===== src/rtl/colordetect_accel_prod_accum.sv =====
// colordetect_accel_prod_accum
// Sums the 32-bit unsigned products of the colordetect product pipeline
// per in_last-delimited segment. Each finished segment is reported as sum,
// beat count, maximum product and overflow flag through a one-entry
// ready/valid result slot.
//
// Build option: define COLORDETECT_PROD_ACCUM_SAT_EN to make the sum and
// the beat count clamp at their all-ones value on carry-out. Without it
// they wrap. The overflow flag is raised in both builds.
module colordetect_accel_prod_accum #(
  parameter int ACC_W = 48,
  parameter int CNT_W = 24
) (
  input  logic             clk,
  input  logic             reset,
  input  logic             in_valid,
  input  logic [31:0]      in_data,
  input  logic             in_last,
  output logic             in_ready,
  output logic             out_valid,
  input  logic             out_ready,
  output logic [ACC_W-1:0] out_sum,
  output logic [CNT_W-1:0] out_count,
  output logic [31:0]      out_max,
  output logic             out_ovf
);

  // The result slot is either free or holding an unconsumed result.
  typedef enum logic [0:0] {
    ST_EMPTY = 1'b0,
    ST_FULL  = 1'b1
  } state_e;

  state_e state_q, state_d;

  // Working registers of the segment in progress.
  logic [ACC_W-1:0] acc_q, acc_d;
  logic [CNT_W-1:0] cnt_q, cnt_d;
  logic [31:0]      mx_q, mx_d;
  logic             ovf_q, ovf_d;

  // Result slot.
  logic [ACC_W-1:0] out_sum_q, out_sum_d;
  logic [CNT_W-1:0] out_count_q, out_count_d;
  logic [31:0]      out_max_q, out_max_d;
  logic             out_ovf_q, out_ovf_d;

  // Combinational intermediates.
  logic             accept_s;
  logic             last_accept_s;
  logic [ACC_W:0]   acc_sum_s;
  logic [CNT_W:0]   cnt_sum_s;
  logic [ACC_W-1:0] acc_upd_s;
  logic [CNT_W-1:0] cnt_upd_s;
  logic [31:0]      mx_upd_s;
  logic             ovf_upd_s;

  // Input is taken whenever the slot is free or is being emptied this cycle.
  assign in_ready      = (state_q == ST_EMPTY) || out_ready;
  assign accept_s      = in_valid && in_ready;
  assign last_accept_s = accept_s && in_last;

  // Registered outputs.
  assign out_valid = (state_q == ST_FULL);
  assign out_sum   = out_sum_q;
  assign out_count = out_count_q;
  assign out_max   = out_max_q;
  assign out_ovf   = out_ovf_q;

  // Working values including the current beat, with carry detection.
  always_comb begin
    acc_sum_s = {1'b0, acc_q} + {{(ACC_W-31){1'b0}}, in_data};
    cnt_sum_s = {1'b0, cnt_q} + {{CNT_W{1'b0}}, 1'b1};
`ifdef COLORDETECT_PROD_ACCUM_SAT_EN
    // Once clamped, further non-negative additions keep clamping.
    if (acc_sum_s[ACC_W]) begin
      acc_upd_s = {ACC_W{1'b1}};
    end else begin
      acc_upd_s = acc_sum_s[ACC_W-1:0];
    end
    if (cnt_sum_s[CNT_W]) begin
      cnt_upd_s = {CNT_W{1'b1}};
    end else begin
      cnt_upd_s = cnt_sum_s[CNT_W-1:0];
    end
`else
    acc_upd_s = acc_sum_s[ACC_W-1:0];
    cnt_upd_s = cnt_sum_s[CNT_W-1:0];
`endif
    if (in_data > mx_q) begin
      mx_upd_s = in_data;
    end else begin
      mx_upd_s = mx_q;
    end
    ovf_upd_s = ovf_q | acc_sum_s[ACC_W] | cnt_sum_s[CNT_W];
  end

  // Slot state: load on a last-beat accept (also during a pop), free on pop.
  always_comb begin
    state_d = state_q;
    case (state_q)
      ST_EMPTY: begin
        if (last_accept_s) begin
          state_d = ST_FULL;
        end else begin
          state_d = ST_EMPTY;
        end
      end
      ST_FULL: begin
        if (last_accept_s) begin
          state_d = ST_FULL;
        end else if (out_ready) begin
          state_d = ST_EMPTY;
        end else begin
          state_d = ST_FULL;
        end
      end
      default: begin
        state_d = ST_EMPTY;
      end
    endcase
  end

  // Working and result register updates; the slot only changes on a last accept.
  always_comb begin
    acc_d       = acc_q;
    cnt_d       = cnt_q;
    mx_d        = mx_q;
    ovf_d       = ovf_q;
    out_sum_d   = out_sum_q;
    out_count_d = out_count_q;
    out_max_d   = out_max_q;
    out_ovf_d   = out_ovf_q;
    if (last_accept_s) begin
      out_sum_d   = acc_upd_s;
      out_count_d = cnt_upd_s;
      out_max_d   = mx_upd_s;
      out_ovf_d   = ovf_upd_s;
      acc_d       = {ACC_W{1'b0}};
      cnt_d       = {CNT_W{1'b0}};
      mx_d        = 32'd0;
      ovf_d       = 1'b0;
    end else if (accept_s) begin
      acc_d = acc_upd_s;
      cnt_d = cnt_upd_s;
      mx_d  = mx_upd_s;
      ovf_d = ovf_upd_s;
    end else begin
      acc_d = acc_q;
    end
  end

  // State, working and result registers with synchronous reset.
  always_ff @(posedge clk) begin
    if (reset) begin
      state_q     <= ST_EMPTY;
      acc_q       <= {ACC_W{1'b0}};
      cnt_q       <= {CNT_W{1'b0}};
      mx_q        <= 32'd0;
      ovf_q       <= 1'b0;
      out_sum_q   <= {ACC_W{1'b0}};
      out_count_q <= {CNT_W{1'b0}};
      out_max_q   <= 32'd0;
      out_ovf_q   <= 1'b0;
    end else begin
      state_q     <= state_d;
      acc_q       <= acc_d;
      cnt_q       <= cnt_d;
      mx_q        <= mx_d;
      ovf_q       <= ovf_d;
      out_sum_q   <= out_sum_d;
      out_count_q <= out_count_d;
      out_max_q   <= out_max_d;
      out_ovf_q   <= out_ovf_d;
    end
  end

endmodule


===== config.mk =====
export PLATFORM = sky130hd
export DESIGN_NAME = colordetect_accel_prod_accum
export DESIGN_NICKNAME = d
export VERILOG_FILES = /design/src/rtl/colordetect_accel_prod_accum.sv
export SDC_FILE = /design/constraint.sdc
export NUM_CORES = 1
export LEC_CHECK = 0
export ABC_CLOCK_PERIOD_IN_PS = 4050
export CAP_MARGIN = 5
export CORE_ASPECT_RATIO = 0.7
export CORE_MARGIN = 3
export CORE_UTILIZATION = 40
export DETAILED_ROUTE_END_ITERATION = 10
export DONT_BUFFER_PORTS = 1
export GPL_TIMING_DRIVEN = 0
export MAX_ROUTING_LAYER = met4
export PLACE_DENSITY = 0.63
export SLEW_MARGIN = 30
export SYNTH_ARGS = -nofsm -noshare
export SYNTH_HDL_FRONTEND = slang
export SYNTH_SLANG_ARGS = --single-unit
export TNS_END_PERCENT = 5

===== constraint.sdc =====
create_clock -name clk -period 4.05 [get_ports clk]
set_input_delay 0.81 -clock clk [delete_from_list [all_inputs] [get_ports clk]]
set_output_delay 0.81 -clock clk [all_outputs]
set_load 0.005 [all_outputs]

==> summary.md <==
| Metric | Value |
|---|---|
| Clock skew | 0.009284 ns |
| Per-cell routed wire length | 20.02 um |
| Via density | 5.685 |
| CP max stage cell | xnor2_1 |
| Slew HR | 0.4177 |
| Clock buffer depth | 3 |
| Mapped Area | 11,140 um2 |
| Area occupied by multi-input gates | 6425 um2 |
| Reg clk slew, reported paths | 0.06 ns |
| Cells after Synth | 1,366 |
| Design area | 12,300 um2 |
| Post-synthesis cell type count | 62 |
| GRT overflow | 0 |
| Routed vias | 10.05k |
| Post-synth ARST share | 0 |
| Area Overhead vs Synth | 10.41% |
| Setup bufs post-CTS | 0 |
| Slew Viols, Final | 0 |
| Floorplan Core Area | 27,090 um2 |
| Ys flop type | dfxtp_1 |
| Final Hold Viols | 0 |
| CP Max Fanout | 10 |
| Global-route wire length before repair | 53,430 um |
| TritonCTS buffer count | 22 |
| Top cell family by delay on the critical path | compound AO/OA/AOI/OAI gates |
| WP data required | 4.44 ns |
| Max incr delay on CP | 0.47 ns |
| RSZ-0062 raised after global routing | no |
| I/O pins | 144 |
| DP HPWL | 27,180 um |
| Clock insertion delay at the later pin of the skew report | 0.53 ns |
| Setup TNS | 0 ns |
| Routing usage on met3 | 0.08093 |
| Crit. End Element | register |
| VDD IR-drop max | 0.3068 mV |
| Final net count | 1,493 |
| Crit path cell chain | ha_1 -> a211oi_1 -> nor2_1 -> a211oi_1 -> a21oi_1 -> o21ai_0 -> a21o_1 -> clkbuf_1 -> a21oi_1 -> xnor2_1 -> a211oi_1 |
| Final setup vio count | 0 |
| Post-route ant nets | 0 |
| Cts repair resizes | 0 |
| Buffers on Ports | 0 |
| Pleak | 0.004510 uW |
| Cells after DPL | 1,730 |
| M2 GR Usage | 0.2902 |
| Max-Cap Viols | 0 |
| Fillers | 2,696 |
| Pwr Density | 420.5 nW/um2 |
| Buf+Inv Stages, Crit Path | 1 |
| Fraction of layout cells with a size suffix above 1 | 0.03709 |
| Post-route insts no fill | 1,767 |
| DRC viols | 0 |
| Sequential share of the synthesized area | 0.3792 |
| Sink Count | 211 |
| Worst-Margin Slew | 0.8735 ns |
| Placed Area | 11,590 um2 |
| Storage cell area | 4224 um2 |
| #FFs+latches synth | 211 |
| H-tree depth | 1 |
| Most common cell after layout, fill and taps aside | dfxtp_1 |
| Startpoint types | register |
| Most frequent cells in the layout | dfxtp_1 (211), nand2_1 (175), nor2_1 (145), a21oi_1 (122), clkbuf_1 (78) |
| Arrival time worst endpoint | 3.97 ns |
| Met1 Use GR | 0.3598 |
| Most used routing layer | met1 |
| Hold_buf cts | 0 |
| Site Rows | 50 |
| GP Congestion | 0.9538 |
| All-Layer GR Usage | 0.2335 |
| 1st-iter DRT viols | 805 |
| CTS tree | built |
| Ratio of final minimum period to clock period | 0.8853 |
| Warning count from the yosys run | 0 |
| Critical path class | reg2reg |
| Chip height | 145.6 um |
| Die area | 29,920 um2 |
| Die W | 205.5 um |
| Vias in the first global route | 9,074 |
| Total length of routed wires | 35,370 um |
| Crit path top cell by count | a211oi_1 |
| Initial core utilization | 0.4112 |
| Status | completed |
| Hold slack | 0.4147 ns |
| Peak Freq | 278.9 MHz |
| Mapped Nets | 1,469 |
| Root Buffer Master | clkbuf_16 |
| Initial antenna violation count | 1 |
| Largest net degree at the start of global routing | 14 |
| EDFF count, synth | 0 |
| Mapped Avg Cell Area | 8.155 um2 |
| Detailed-router iteration count before antenna repair | 5 |
| Min cycle time layout | 3.586 ns |
| Hold Path Class | in2reg |
registers in the layout, summed over array words and instances (netlist names):
| name | count |
|---|---|
| acc_q | 48 |
| out_sum | 48 |
| mx_q | 32 |
| out_max | 32 |
| cnt_q | 24 |
| out_count | 24 |
| out_ovf | 1 |
| out_valid | 1 |
| ovf_q | 1 |
Yosys cell counts (23+ instances only):
| cell type | count | area [um2] |
|---|---|---|
| dfxtp_1 | 211 | 4224 |
| nand2_1 | 175 | 656.9 |
| nor2_1 | 146 | 548.0 |
| a21oi_1 | 122 | 610.6 |
| a211oi_1 | 78 | 585.6 |
| clkbuf_1 | 73 | 274.0 |
| ha_1 | 65 | 813.3 |
| nand3_1 | 63 | 315.3 |
| xnor2_1 | 49 | 429.2 |
| inv_1 | 42 | 157.7 |
| o31ai_1 | 36 | 270.3 |
| o21ai_0 | 35 | 175.2 |
| mux2i_1 | 34 | 340.3 |
| xor2_1 | 33 | 289.0 |
| a21o_1 | 32 | 240.2 |
| nand4_1 | 23 | 143.9 |
cells by family after synthesis:
group                    share of synthesized area
flip-flops                                  0.3792
multiplexers                               0.03055
XOR/XNOR                                   0.06447
adder cells (fa/ha/maj)                    0.07481
buffers and inverters                      0.04470
AND/OR/NAND/NOR                             0.1960
AO/OA/AOI/OAI                               0.2103
power breakdown:
group          total [uW]  switching [uW]  internal [uW]
registers            2290            90.7           2200
logic                 877             568            309
clock network        2010             857           1150
total                5170            1520           3660
routing by layer:
metal  routed length (um)  part of all wire  vias to the layer above
li1                     -                 -                     4895
met4                  512             0.014                        0
met3                 3997              0.11                       35
met1                17700              0.50                     4765
met2                13160              0.37                      350
met5                    0                 0                        -
metrics by stage:
stage	util	setup slack (ns)	power, uW
after floorplan	-	0.8286	2949
after global placement	0.4280	0.09157	3180
after detailed placement	0.4280	0.07277	3194
after CTS	0.4537	0.5600	5205
after global routing	0.4539	0.2921	5409
final	0.4540	0.4644	5172
worst register-to-register path: cells and delay by family (launching register included):
family                   cells  cell delay, ns
adder cells (fa/ha/maj)      1            0.35
XOR/XNOR                     1            0.47
buffers and inverters        1            0.38
AO/OA/AOI/OAI                7            1.86
AND/OR/NAND/NOR              1            0.07
flip-flops                   1            0.32
final timing paths:
check              startpoint          end  slack [ns]  cells after the start
setup / recovery     acc_q[8]  out_sum[47]        0.46                     11
hold / removal    in_data[23]     mx_q[23]        0.41                      2
setup reg to reg     acc_q[8]  out_sum[47]        0.46                     11
hold reg to reg     acc_q[30]    acc_q[30]        0.46                      2
layout make-up:
type	count	share of cell area
Clock buffer	32	0.05188
Inverter	42	0.01282
Clock inverter	4	0.004578
Buffer	89	0.02767
Multi-Input combinational cell	1024	0.5224
Antenna cell	1	0.0002035
Sequential cell	211	0.3434
Tap cell	364	0.03703
No activity file was read; power rests on OpenSTA's default activity.
